## config.mk

```make
export PLATFORM = sky130hd
export DESIGN_NAME = spi_master_arb_flat
export DESIGN_NICKNAME = d
export VERILOG_FILES = /design/src/rtl/spi_pkg.sv /design/src/rtl/spi_master_arb_if.sv /design/src/rtl/spi_rr_arb.sv /design/src/rtl/spi_master_arb.sv /design/src/flat_wrapper.sv
export SDC_FILE = /design/constraint.sdc
export NUM_CORES = 1
export LEC_CHECK = 0
export BUFFER_PORTS_ARGS = -buffer_cell sky130_fd_sc_hd__buf_2
export CELL_PAD_IN_SITES_DETAIL_PLACEMENT = 1
export CELL_PAD_IN_SITES_GLOBAL_PLACEMENT = 2
export CORE_MARGIN = 3
export CORE_UTILIZATION = 35
export CTS_BUF_LIST = sky130_fd_sc_hd__clkbuf_8
export DETAILED_ROUTE_END_ITERATION = 16
export PLACE_DENSITY_LB_ADDON = 0.1
export SYNTH_ARGS = -nofsm -noshare
export SYNTH_HDL_FRONTEND = slang
export SYNTH_SLANG_ARGS = --single-unit
```

## constraint.sdc

```tcl
create_clock -name clk -period 3.5 [get_ports clk]
set_clock_uncertainty 0.05 [all_clocks]
set_input_delay 0.7 -clock clk [delete_from_list [all_inputs] [get_ports clk]]
set_output_delay 0.7 -clock clk [all_outputs]
set_load 0.02 [all_outputs]
```

## src/rtl/spi_pkg.sv

```systemverilog
// rtl/spi_pkg.sv - shared SPI constants: FSM states, CPOL/CPHA modes, counter width helpers
package spi_pkg;

    localparam logic [2:0] ST_IDLE  = 3'd0;
    localparam logic [2:0] ST_SETUP = 3'd1;
    localparam logic [2:0] ST_XFER  = 3'd2;
    localparam logic [2:0] ST_HOLD  = 3'd3;
    localparam logic [2:0] ST_GAP   = 3'd4;

    localparam bit CPOL_IDLE_LOW  = 1'b0;
    localparam bit CPOL_IDLE_HIGH = 1'b1;
    localparam bit CPHA_LEADING   = 1'b0;
    localparam bit CPHA_TRAILING  = 1'b1;

    // Index width for n requesters; never zero so a 1-bit port still exists.
    function automatic int idx_w(input int n);
        return (n > 1) ? $clog2(n) : 1;
    endfunction

    // Counts scl edges 0..2*dw.
    function automatic int bit_cnt_w(input int dw);
        return $clog2(2 * dw + 1);
    endfunction

    // Divider reload value is div-1; width covers up to div.
    function automatic int div_cnt_w(input int div);
        return (div > 1) ? $clog2(div + 1) : 1;
    endfunction

endpackage

```

## src/rtl/spi_master_arb_if.sv

```systemverilog
// rtl/spi_master_arb_if.sv - client request/response and SPI pin bundle for spi_master_arb
interface spi_master_arb_if #(
    parameter int NREQ = 2,
    parameter int DW   = 8,
    parameter int IDW  = (NREQ > 1) ? $clog2(NREQ) : 1
);
    logic [NREQ-1:0]    req;
    logic [NREQ*DW-1:0] req_data;
    logic [NREQ-1:0]    gnt;
    logic               done;
    logic [IDW-1:0]     done_id;
    logic [DW-1:0]      rdata;
    logic               scl;
    logic               ss;
    logic               mosi;
    logic               miso;

    modport master (
        input  req, req_data, miso,
        output gnt, done, done_id, rdata, scl, ss, mosi
    );

    modport slave (
        output req, req_data, miso,
        input  gnt, done, done_id, rdata, scl, ss, mosi
    );
endinterface

```

## src/rtl/spi_rr_arb.sv

```systemverilog
// rtl/spi_rr_arb.sv - round-robin picker with pointer advanced only on an accepted grant
module spi_rr_arb
    import spi_pkg::*;
#(
    parameter  int NREQ = 2,
    localparam int IDW  = idx_w(NREQ)
) (
    input  logic            clk,
    input  logic            rstn,
    input  logic [NREQ-1:0] req,
    input  logic            en,
    output logic [NREQ-1:0] gnt,
    output logic [IDW-1:0]  idx,
    output logic            valid
);

    logic [IDW-1:0] ptr;
    logic [IDW-1:0] cand;

    // Scan requesters starting at the pointer; first active one wins.
    always_comb begin
        valid = 1'b0;
        idx   = '0;
        cand  = '0;
        for (int i = 0; i < NREQ; i++) begin
            cand = IDW'((int'(ptr) + i) % NREQ);
            if (!valid && req[cand]) begin
                valid = 1'b1;
                idx   = cand;
            end
        end
        gnt = valid ? (NREQ'(1) << idx) : '0;
    end

    // Pointer moves to the requester after the one just served.
    always_ff @(posedge clk or negedge rstn) begin
        if (!rstn) begin
            ptr <= '0;
        end else if (en && valid) begin
            ptr <= (idx == IDW'(NREQ - 1)) ? '0 : idx + 1'b1;
        end
    end

endmodule

```

## src/rtl/spi_master_arb.sv

```systemverilog
// rtl/spi_master_arb.sv - arbitrated SPI master; SPI_LSB_FIRST_EN selects LSB-first shifting
module spi_master_arb
    import spi_pkg::*;
#(
    parameter int NREQ    = 2,
    parameter int DW      = 8,
    parameter int CLK_DIV = 4,
    parameter bit CPOL    = CPOL_IDLE_HIGH,
    parameter bit CPHA    = CPHA_TRAILING
) (
    input  logic clk,
    input  logic rstn,
    spi_master_arb_if.master bus
);

    localparam int IDW = idx_w(NREQ);
    localparam int BCW = bit_cnt_w(DW);
    localparam int DCW = div_cnt_w(CLK_DIV);
    localparam logic [DCW-1:0] DIV_LOAD  = DCW'(CLK_DIV - 1);
    localparam logic [BCW-1:0] LAST_EDGE = BCW'(2 * DW - 1);

`ifdef SPI_LSB_FIRST_EN
    function automatic logic first_bit(input logic [DW-1:0] w);
        return w[0];
    endfunction
    function automatic logic [DW-1:0] shift_out(input logic [DW-1:0] w);
        return {1'b0, w[DW-1:1]};
    endfunction
    function automatic logic [DW-1:0] shift_in(input logic [DW-1:0] w, input logic b);
        return {b, w[DW-1:1]};
    endfunction
`else
    function automatic logic first_bit(input logic [DW-1:0] w);
        return w[DW-1];
    endfunction
    function automatic logic [DW-1:0] shift_out(input logic [DW-1:0] w);
        return {w[DW-2:0], 1'b0};
    endfunction
    function automatic logic [DW-1:0] shift_in(input logic [DW-1:0] w, input logic b);
        return {w[DW-2:0], b};
    endfunction
`endif

    logic [2:0]      state;
    logic [DCW-1:0]  div_cnt;
    logic [BCW-1:0]  edge_cnt;
    logic [DW-1:0]   tx_sreg;
    logic [DW-1:0]   rx_sreg;
    logic [NREQ-1:0] gnt_q;
    logic            done_q;
    logic [IDW-1:0]  done_id_q;
    logic [DW-1:0]   rdata_q;
    logic            scl_q;
    logic            ss_q;
    logic            mosi_q;

    logic [NREQ-1:0] arb_gnt;
    logic [IDW-1:0]  arb_idx;
    logic            arb_valid;
    logic            arb_en;
    logic [DW-1:0]   pick_data;
    logic            edge_tick;
    logic            lead_edge;
    logic            last_edge;
    logic            sample_edge;
    logic            drive_edge;

    // Arbitration is only honoured in IDLE, so GAP requests are ignored.
    assign arb_en    = (state == ST_IDLE);
    assign pick_data = bus.req_data[int'(arb_idx) * DW +: DW];

    spi_rr_arb #(.NREQ(NREQ)) u_arb (
        .clk   (clk),
        .rstn  (rstn),
        .req   (bus.req),
        .en    (arb_en),
        .gnt   (arb_gnt),
        .idx   (arb_idx),
        .valid (arb_valid)
    );

    // edge_cnt holds edges already made, so the upcoming edge is odd (leading) when it is even.
    assign edge_tick   = (state == ST_XFER) && (div_cnt == '0);
    assign lead_edge   = ~edge_cnt[0];
    assign last_edge   = (edge_cnt == LAST_EDGE);
    assign sample_edge = edge_tick && ((CPHA == CPHA_TRAILING) ? !lead_edge : lead_edge);
    assign drive_edge  = edge_tick && ((CPHA == CPHA_TRAILING) ? lead_edge
                                                               : (!lead_edge && !last_edge));

    // Transaction sequencer: grant, setup, 2*DW scl edges, hold, deselect gap.
    always_ff @(posedge clk or negedge rstn) begin
        if (!rstn) begin
            state     <= ST_IDLE;
            div_cnt   <= '0;
            edge_cnt  <= '0;
            tx_sreg   <= '0;
            rx_sreg   <= '0;
            gnt_q     <= '0;
            done_q    <= 1'b0;
            done_id_q <= '0;
            rdata_q   <= '0;
            scl_q     <= CPOL;
            ss_q      <= 1'b1;
            mosi_q    <= 1'b0;
        end else begin
            gnt_q  <= '0;
            done_q <= 1'b0;
            case (state)
                ST_IDLE: begin
                    div_cnt  <= DIV_LOAD;
                    edge_cnt <= '0;
                    if (arb_valid) begin
                        gnt_q     <= arb_gnt;
                        done_id_q <= arb_idx;
                        ss_q      <= 1'b0;
                        rx_sreg   <= '0;
                        state     <= ST_SETUP;
                        if (CPHA == CPHA_TRAILING) begin
                            tx_sreg <= pick_data;
                        end else begin
                            mosi_q  <= first_bit(pick_data);
                            tx_sreg <= shift_out(pick_data);
                        end
                    end
                end
                ST_SETUP: begin
                    edge_cnt <= '0;
                    if (div_cnt == '0) begin
                        div_cnt <= DIV_LOAD;
                        state   <= ST_XFER;
                    end else begin
                        div_cnt <= div_cnt - 1'b1;
                    end
                end
                ST_XFER: begin
                    if (edge_tick) begin
                        div_cnt  <= DIV_LOAD;
                        scl_q    <= ~scl_q;
                        edge_cnt <= edge_cnt + 1'b1;
                        if (sample_edge) begin
                            rx_sreg <= shift_in(rx_sreg, bus.miso);
                        end
                        if (drive_edge) begin
                            mosi_q  <= first_bit(tx_sreg);
                            tx_sreg <= shift_out(tx_sreg);
                        end
                        if (last_edge) begin
                            edge_cnt <= '0;
                            state    <= ST_HOLD;
                        end
                    end else begin
                        div_cnt <= div_cnt - 1'b1;
                    end
                end
                ST_HOLD: begin
                    edge_cnt <= '0;
                    if (div_cnt == '0) begin
                        div_cnt <= DIV_LOAD;
                        ss_q    <= 1'b1;
                        done_q  <= 1'b1;
                        rdata_q <= rx_sreg;
                        mosi_q  <= 1'b0;
                        state   <= ST_GAP;
                    end else begin
                        div_cnt <= div_cnt - 1'b1;
                    end
                end
                ST_GAP: begin
                    edge_cnt <= '0;
                    if (div_cnt == '0) begin
                        div_cnt <= DIV_LOAD;
                        state   <= ST_IDLE;
                    end else begin
                        div_cnt <= div_cnt - 1'b1;
                    end
                end
                default: begin
                    div_cnt  <= DIV_LOAD;
                    edge_cnt <= '0;
                    state    <= ST_IDLE;
                end
            endcase
        end
    end

    assign bus.gnt     = gnt_q;
    assign bus.done    = done_q;
    assign bus.done_id = done_id_q;
    assign bus.rdata   = rdata_q;
    assign bus.scl     = scl_q;
    assign bus.ss      = ss_q;
    assign bus.mosi    = mosi_q;

endmodule
```

## src/flat_wrapper.sv

```systemverilog
// flat-port wrapper written by rule: the top's interface ports become plain ports
module spi_master_arb_flat import spi_pkg::*;
#(
    parameter int NREQ    = 2,
    parameter int DW      = 8,
    parameter int CLK_DIV = 4,
    parameter bit CPOL    = CPOL_IDLE_HIGH,
    parameter bit CPHA    = CPHA_TRAILING
)
  (clk, rstn, bus_req, bus_req_data, bus_miso, bus_gnt, bus_done, bus_done_id, bus_rdata, bus_scl, bus_ss, bus_mosi);
  spi_master_arb_if #(.NREQ(NREQ), .DW(DW)) bus_i ();
  input  logic clk;
  input  logic rstn;
  input wire logic [$bits(bus_i.req)-1:0] bus_req;
  input wire logic [$bits(bus_i.req_data)-1:0] bus_req_data;
  input wire logic [$bits(bus_i.miso)-1:0] bus_miso;
  output wire logic [$bits(bus_i.gnt)-1:0] bus_gnt;
  output wire logic [$bits(bus_i.done)-1:0] bus_done;
  output wire logic [$bits(bus_i.done_id)-1:0] bus_done_id;
  output wire logic [$bits(bus_i.rdata)-1:0] bus_rdata;
  output wire logic [$bits(bus_i.scl)-1:0] bus_scl;
  output wire logic [$bits(bus_i.ss)-1:0] bus_ss;
  output wire logic [$bits(bus_i.mosi)-1:0] bus_mosi;
  assign bus_i.req = bus_req;
  assign bus_i.req_data = bus_req_data;
  assign bus_i.miso = bus_miso;
  assign bus_gnt = bus_i.gnt;
  assign bus_done = bus_i.done;
  assign bus_done_id = bus_i.done_id;
  assign bus_rdata = bus_i.rdata;
  assign bus_scl = bus_i.scl;
  assign bus_ss = bus_i.ss;
  assign bus_mosi = bus_i.mosi;
  spi_master_arb #(.NREQ(NREQ), .DW(DW), .CLK_DIV(CLK_DIV), .CPOL(CPOL), .CPHA(CPHA)) u_core (.clk(clk), .rstn(rstn), .bus(bus_i));
endmodule
```

## After elaboration in Yosys (flattened, before gate mapping)

Cells that the tools add are included.

| operators by class | value |
|---|---|
| multiplexer cells | 41 |
| reductions and logical operators | 20 |
| bitwise gates (word level) | 2 |
| shift-type cells | 2 |
| add/sub/neg operators | 4 |
| $lt $le $gt $ge | 2 |
| equality and inequality tests | 13 |

Operator list:

| operator | count |
|---|---|
| $mux 8 | 6 |
| $pmux 8 s2 | 2 |
| $mux 3 | 8 |
| $mux 1 | 16 |
| $ne 2x1->1 const B | 8 |
| $shiftx 16x5->8 | 1 |
| $mux 5 | 3 |
| $pmux 3 s5 | 1 |
| $reduce_and 4->1 | 3 |
| $eq 3x2->1 const B | 2 |
| $logic_not 3->1 | 2 |
| $pmux 3 s2 | 1 |
| $reduce_and 2->1 | 3 |
| $reduce_and 6->1 | 1 |
| $reduce_bool 2->1 | 3 |
| $add 5x1->5 const B | 1 |
| $eq 5x4->1 const B | 1 |
| $logic_and 1x1->1 | 5 |
| $lt 1x2->1 const B | 2 |
| $mux 2 | 2 |
| $pmux 1 s2 | 2 |
| $eq 3x1->1 const B | 1 |
| $eq 3x3->1 const B | 1 |
| $reduce_and 3->1 | 1 |
| 6 further kinds | 8 |

| word-level totals | value |
|---|---|
| word-level logic and storage cells | 97 |
| register bits | 43 |
| bits of input ports | 21 |

## Logic depth before layout (Yosys ltp)

| depth | value |
|---|---|
| depth after elaboration | 9 |
| gate-level depth with buffers | 9 |
| gate-level depth less buffers | 7 |

## By module

Synthesis repeated with hierarchy kept, for this count alone.

| unflattened totals | value |
|---|---|
| cell total of the unflattened synthesis | 167 |
| area total of the unflattened synthesis | 2,030.7 um^2 |

By module, submodules not included:

| module | seq. area each (um^2) | area an instance (um^2) | cells an instance | times used |
|---|---|---|---|---|
| spi_master_arb | 1,053.5 | 1,961.9 | 159 | 1 |
| spi_rr_arb | 25.0 | 68.8 | 8 | 1 |

## Worst setup path after synthesis

No wires, ideal clock.

| path | value |
|---|---|
| path kind | input to register |
| start point | input bus_req[1] |
| end point | register u_core.tx_sreg[0] |
| library setup time | 130 ps |
| cell stages on the path | 7 |
| path slack | 1,634 ps |
| data arrival time | 1,686 ps |
| data required time | 3,320 ps |
| cells stage by stage | clkbuf_1 -> nor2_1 -> or2_1 -> buf_6 -> buf_6 -> o211ai_1 -> o31ai_2 |

| between the ends | value |
|---|---|
| cells in the longest elaborated chain, start to end | 9 |
| elaborated cells on any way between the ends | 15 |
| those cells by class | 1 x eq/ne; 1 x shift; 10 x mux; 3 x reduce/logical |

RTL lines:

| element | RTL line | source |
|---|---|---|
| start, declared | flat_wrapper.sv:14 | `input wire logic [$bits(bus_i.req)-1:0] bus_req;` |
| $mux 1 (not written as such) (2 in a row) | spi_rr_arb.sv:27 | `if (!valid && req[cand]) begin` |
| $mux 1 | spi_rr_arb.sv:27 |  |
| $logic_not 1->1 | spi_rr_arb.sv:27 |  |
| $logic_and 1x1->1 | spi_rr_arb.sv:27 |  |
| $mux 1 | spi_rr_arb.sv:27 |  |
| $shiftx 16x5->8 | spi_master_arb.sv:70 | `assign pick_data = bus.req_data[int'(arb_idx) * DW +: DW];` |
| $mux 8 | spi_master_arb.sv:112 | `if (arb_valid) begin` |
| $pmux 8 s2 | spi_master_arb.sv:108 | `case (state)` |
| end signal, assigned | spi_master_arb.sv:119 | `tx_sreg <= pick_data;` |
| end signal, assigned | spi_master_arb.sv:122 | `tx_sreg <= shift_out(pick_data);` |
| end signal, assigned | spi_master_arb.sv:145 | `tx_sreg <= shift_out(tx_sreg);` |
| end, declared | spi_master_arb.sv:47 | `logic [DW-1:0] tx_sreg;` |

Parallel ways exist; a longest one is shown, timed or not. The select of a mux whose other input is x is not followed.
A chain may end at the register's enable or synchronous reset.

## Worst setup path after layout

| path | value |
|---|---|
| start point | register u_core.state[0] |
| end point | register u_core.tx_sreg[4] |

| between the ends | value |
|---|---|
| cells in the longest elaborated chain, start to end | 5 |
| elaborated cells on any way between the ends | 10 |
| those cells by class | 4 x eq/ne; 1 x mux; 5 x reduce/logical |

RTL lines:

| element | RTL line | source |
|---|---|---|
| start, declared | spi_master_arb.sv:44 | `logic [2:0] state;` |
| start signal, assigned | spi_master_arb.sv:93 | `state <= ST_IDLE;` |
| start signal, assigned | spi_master_arb.sv:117 | `state <= ST_SETUP;` |
| start signal, assigned | spi_master_arb.sv:130 | `state <= ST_XFER;` |
| $eq 3x2->1 | spi_master_arb.sv:83, spi_master_arb.sv:108 |  |
| $logic_and 1x1->1 | spi_master_arb.sv:83 | `assign edge_tick = (state == ST_XFER) && (div_cnt == '0);` |
| $logic_and 1x1->1 | spi_master_arb.sv:87 | `assign drive_edge = edge_tick && ((CPHA == CPHA_TRAILING) ? lead_edge` |
| $ne 2x1->1 (no source line) | n/a |  |
| $reduce_and 4->1 (no source line) | n/a |  |

Parallel ways exist; a longest one is shown, timed or not.

==> results <==
- The flow ran to the end, and the final reports show no timing, DRC or antenna violations.
- The clock drives between 40 and 50 sinks.
- The synthesized cell area is around 2000 um^2.
- For this run, asynchronously set or reset flops after synthesis account for 100%.
- The sequential share of the synthesized area is between 50% and 60%.
- The average vias per placed instance is between 5 and 6.
- In this run, synthesis produced a sequential element count of 43.
- Setup violations remaining at the end of the flow were counted as 0.
- Clock-pin slew was measured on the worst setup and hold paths at around 0.08 ns.
- For this design, the CTS-stage hold fixing added 0 buffers.
- The die outline height is 81.8 um.
- The endpoint type of the worst setup path is a flip-flop.
- The clock period minus worst slack is approximately 2.1 ns.
- The die area is 6690 um^2.
- The areal power density over the cells is around 750 nW/um^2.
- The first global-routing pass estimated 7.49 mm of wire.
- The global routing stage identified its most utilized layer as met2.
- Among all flip-flop cells after synthesis, the most frequent one is sky130_fd_sc_hd__dfrtp_1.
- Global routing used between 10% and 20% of the available met1 tracks.
- The depth of the CTS H-tree is 2.
- After technology mapping, the gate count stands at between 150 and 200.
- STA puts the critical path data arrival time at about 2.2 ns.
- Of the cells placed in the final design, the portion with a size suffix greater than 1 is 30.1%.
- The remaining antenna violation count is 0.
- The fmax is about 490 MHz.
- Across the VDD grid, the largest voltage drop is 228 uV.
- Global routing used between 20% and 30% of the available met2 tracks.
- The number of global-route vias before repair is 1,565.
- The repair_antennas step left the layout with diodes totalling 0.
- The final hold violation count was 0.
- Timing analysis after detailed placement gives a worst setup slack of 1.37 ns.
- On the worst path, the slowest cell contributes a delay of 0.64 ns.
- After detailed routing, the total wire length is approximately 4.4 mm.
- After clock tree synthesis, the setup repair step added 0 buffers.
- The overall via count from detail_route is approximately 1,500.
- Across the run, the number of max-cap violations was 0.
- The final critical-path share of the clock period is around three fifths.
- For this design the static power due to leakage is between 1 and 1.5 nW.
- The port buffer count is 35.
- For this run, design rule violations remaining after detail routing come to 0.
- The number of detailed-route iterations in the first pass is 4.
- Setup repair after global routing left no endpoint under its margin.
- The longest clock path from root to sink contains 2 buffers.
- The synthesis-to-layout area growth is 15.3%.
- The row count is 26.
- The net count after synthesis is around 210.
- The number of pins exceeding their max-slew limit in the final report came to 0.
- The routed length per placed instance is ~15 um.
- Headroom to the max-slew limit came out at between 30 and 40%.
- The die outline width is 81.8 um.
- The starting density of the core is 37.7%.
- The critical path goes through or3b_1 > o32ai_4 > nor2_1 > a21oi_1.
- After global routing the overflow that remains totals 0.
- In the post-route analysis, the smallest setup slack over all paths is 1.45 ns.
- The clock root buffer is sky130_fd_sc_hd__clkbuf_8.
- Counting the buffers created by CTS gives 5.
- The critical path start-end classification is reg2reg.
- The weighted congestion at the end of routability-driven global placement is around 0.70.
- Summing all non-filler instances in the final layout gives an area of roughly 2300 um^2.
- The worst hold-check path type is reg2reg.
- The worst setup path is launched from a flip-flop.
- The critical-path maximum fanout is 14.
- The number of gates resized after cts is 0.
- During I/O placement, the number of pins put on the boundary was 36.
- In the global route stage, met3 resource usage came out at 2.63%.
- The number of flops mapped to enable cells by yosys is 0.
- The Yosys step of the flow raised 0 warnings.
- The slew of the pin with the lowest slew margin is approximately 0.94 ns.
- The slowest stage of the critical path is the sky130_fd_sc_hd__or3b_1 cell.
- The average instance in the mapped netlist occupies between 10 and 15 um^2.
- The count of routing violations after the opening detailed-route iteration is 81.
- The initial antenna violation count was 0.
- The clock latency of the later-clocked register in the worst-skew pair is 0.29 ns.
- The setup total negative slack is 0 ns.
- Global routing used 14.5% of the available tracks across all layers.
- At the end of the flow, the number of nets in the layout was ~240.
- After detailed placement, the total cell area comes to 2200 um^2.
- The required time of the critical path is 3.67 ns.
- The pin count of the biggest net entering global routing is 44.
- The synthesized netlist contains 37 unique library cells.
- TritonCTS built the clock tree.
- Summed over all nets, the half-perimeter wirelength after detailed placement is around 3.1 mm.
- In this run the standard cell core region covers about 5300 um^2.
-- power by group --
group          total [W]  internal (W)  switching (W)
clock           0.000403      0.000231       0.000172
combinational   0.000582      0.000245       0.000337
sequential      0.000743      0.000644      0.0000987
-- routing by layer --
metal  vias to the layer above  part of all wire, %
li1                        720                    -
met2                        30                   47
met4                         0                 0.82
met3                         5                  4.0
met1                       731                   48
met5                         -                    0
-- final timing paths --
check | from | end | slack, ns | depth (start not counted)
setup / recovery | u_core.state[0] | u_core.tx_sreg[4] | 1.45 | 4
hold / removal | u_core.div_cnt[0] | u_core.div_cnt[0] | 0.42 | 1
setup reg to reg | u_core.state[0] | u_core.tx_sreg[4] | 1.45 | 4
hold reg to reg | u_core.div_cnt[0] | u_core.div_cnt[0] | 0.42 | 1
max in group asynchronous | rstn | u_core.tx_sreg[0] | 2.32 | 1
min in group asynchronous | rstn | u_core.div_cnt[2] | 0.50 | 1
-- worst max-delay path, delay by kind of cell (launching register included) --
| kind | cells | cell delay [ns] |
|---|---|---|
| flip-flops | 1 | 0.48 |
| AO/OA/AOI/OAI | 2 | 0.71 |
| AND/OR/NAND/NOR | 2 | 0.74 |
-- metrics by stage --
step / cells / hold slack, ns / util (%) / power (W)
2_1_floorplan: 189 / 0.354 / - / 0.00119
3_3_place_gp: 281 / 0.393 / 41.2 / 0.00131
3_5_place_dp: 281 / 0.414 / 41.2 / 0.00134
4_1_cts: 289 / 0.425 / 43.4 / 0.00175
5_1_grt: 289 / 0.441 / 43.4 / 0.00185
6_report: 289 / 0.423 / 43.4 / 0.00173
-- placed cells by master, fill, tap and decap left out, drive strengths merged, types with 3 or more instances in the layout --
cell	Yosys	routed
nor2b	3	3
dfrtp	41	41
o22ai	7	7
o21ai	10	10
nand3	3	3
buf	6	37
nand2	25	25
a21oi	10	10
a31o	8	8
a21boi	7	7
mux2	8	8
nand2b	3	3
inv	3	3
clkbuf	9	6
nor2	16	16
ha	3	3
-- layout make-up --
type                       instances  area, um^2
timing repair buffer              37         190
sequential                        43        1080
tap                               70        87.6
fill                             611        3020
inverter                           3        11.3
multi-input combinational        128         831
clock buffer                       6        82.6
clock inverter                     2        35.0
-- logic make-up (layout without fill, tap and decap cells) --
group | after synthesis | count (layout) | synth area share [%]
buffers and inverters | 18 | 48 | 4.98
AO/OA/AOI/OAI | 54 | 54 | 19.2
XOR/XNOR | 4 | 4 | 1.74
flip-flops | 43 | 43 | 53.7
multiplexers | 10 | 10 | 5.48
AND/OR/NAND/NOR | 57 | 57 | 13.0
adder cells (fa/ha/maj) | 3 | 3 | 1.87
-- cells in the mapped netlist, drive strengths merged (6+ instances only) --
cell / count / area, um^2
buf: 6 / 55.1
o22ai: 7 / 43.8
a21oi: 10 / 50.1
nand2: 25 / 93.8
a31o: 8 / 70.1
clkbuf: 9 / 33.8
o21ai: 10 / 50.1
mux2: 8 / 90.1
a21boi: 7 / 52.6
nor2: 16 / 60.1
dfrtp: 41 / 1030
-- flip-flops by register name (all words and copies together) (netlist names) --
signal and count:
u_core.bus.done 1, u_core.bus.done_id 1, u_core.bus.gnt 2, u_core.bus.mosi 1
u_core.bus.rdata 8, u_core.bus.scl 1, u_core.bus.ss 1, u_core.div_cnt 3
u_core.edge_cnt 5, u_core.rx_sreg 8, u_core.state 3, u_core.tx_sreg 8
u_core.u_arb.ptr 1
No activity file was read; power rests on OpenSTA's default activity.
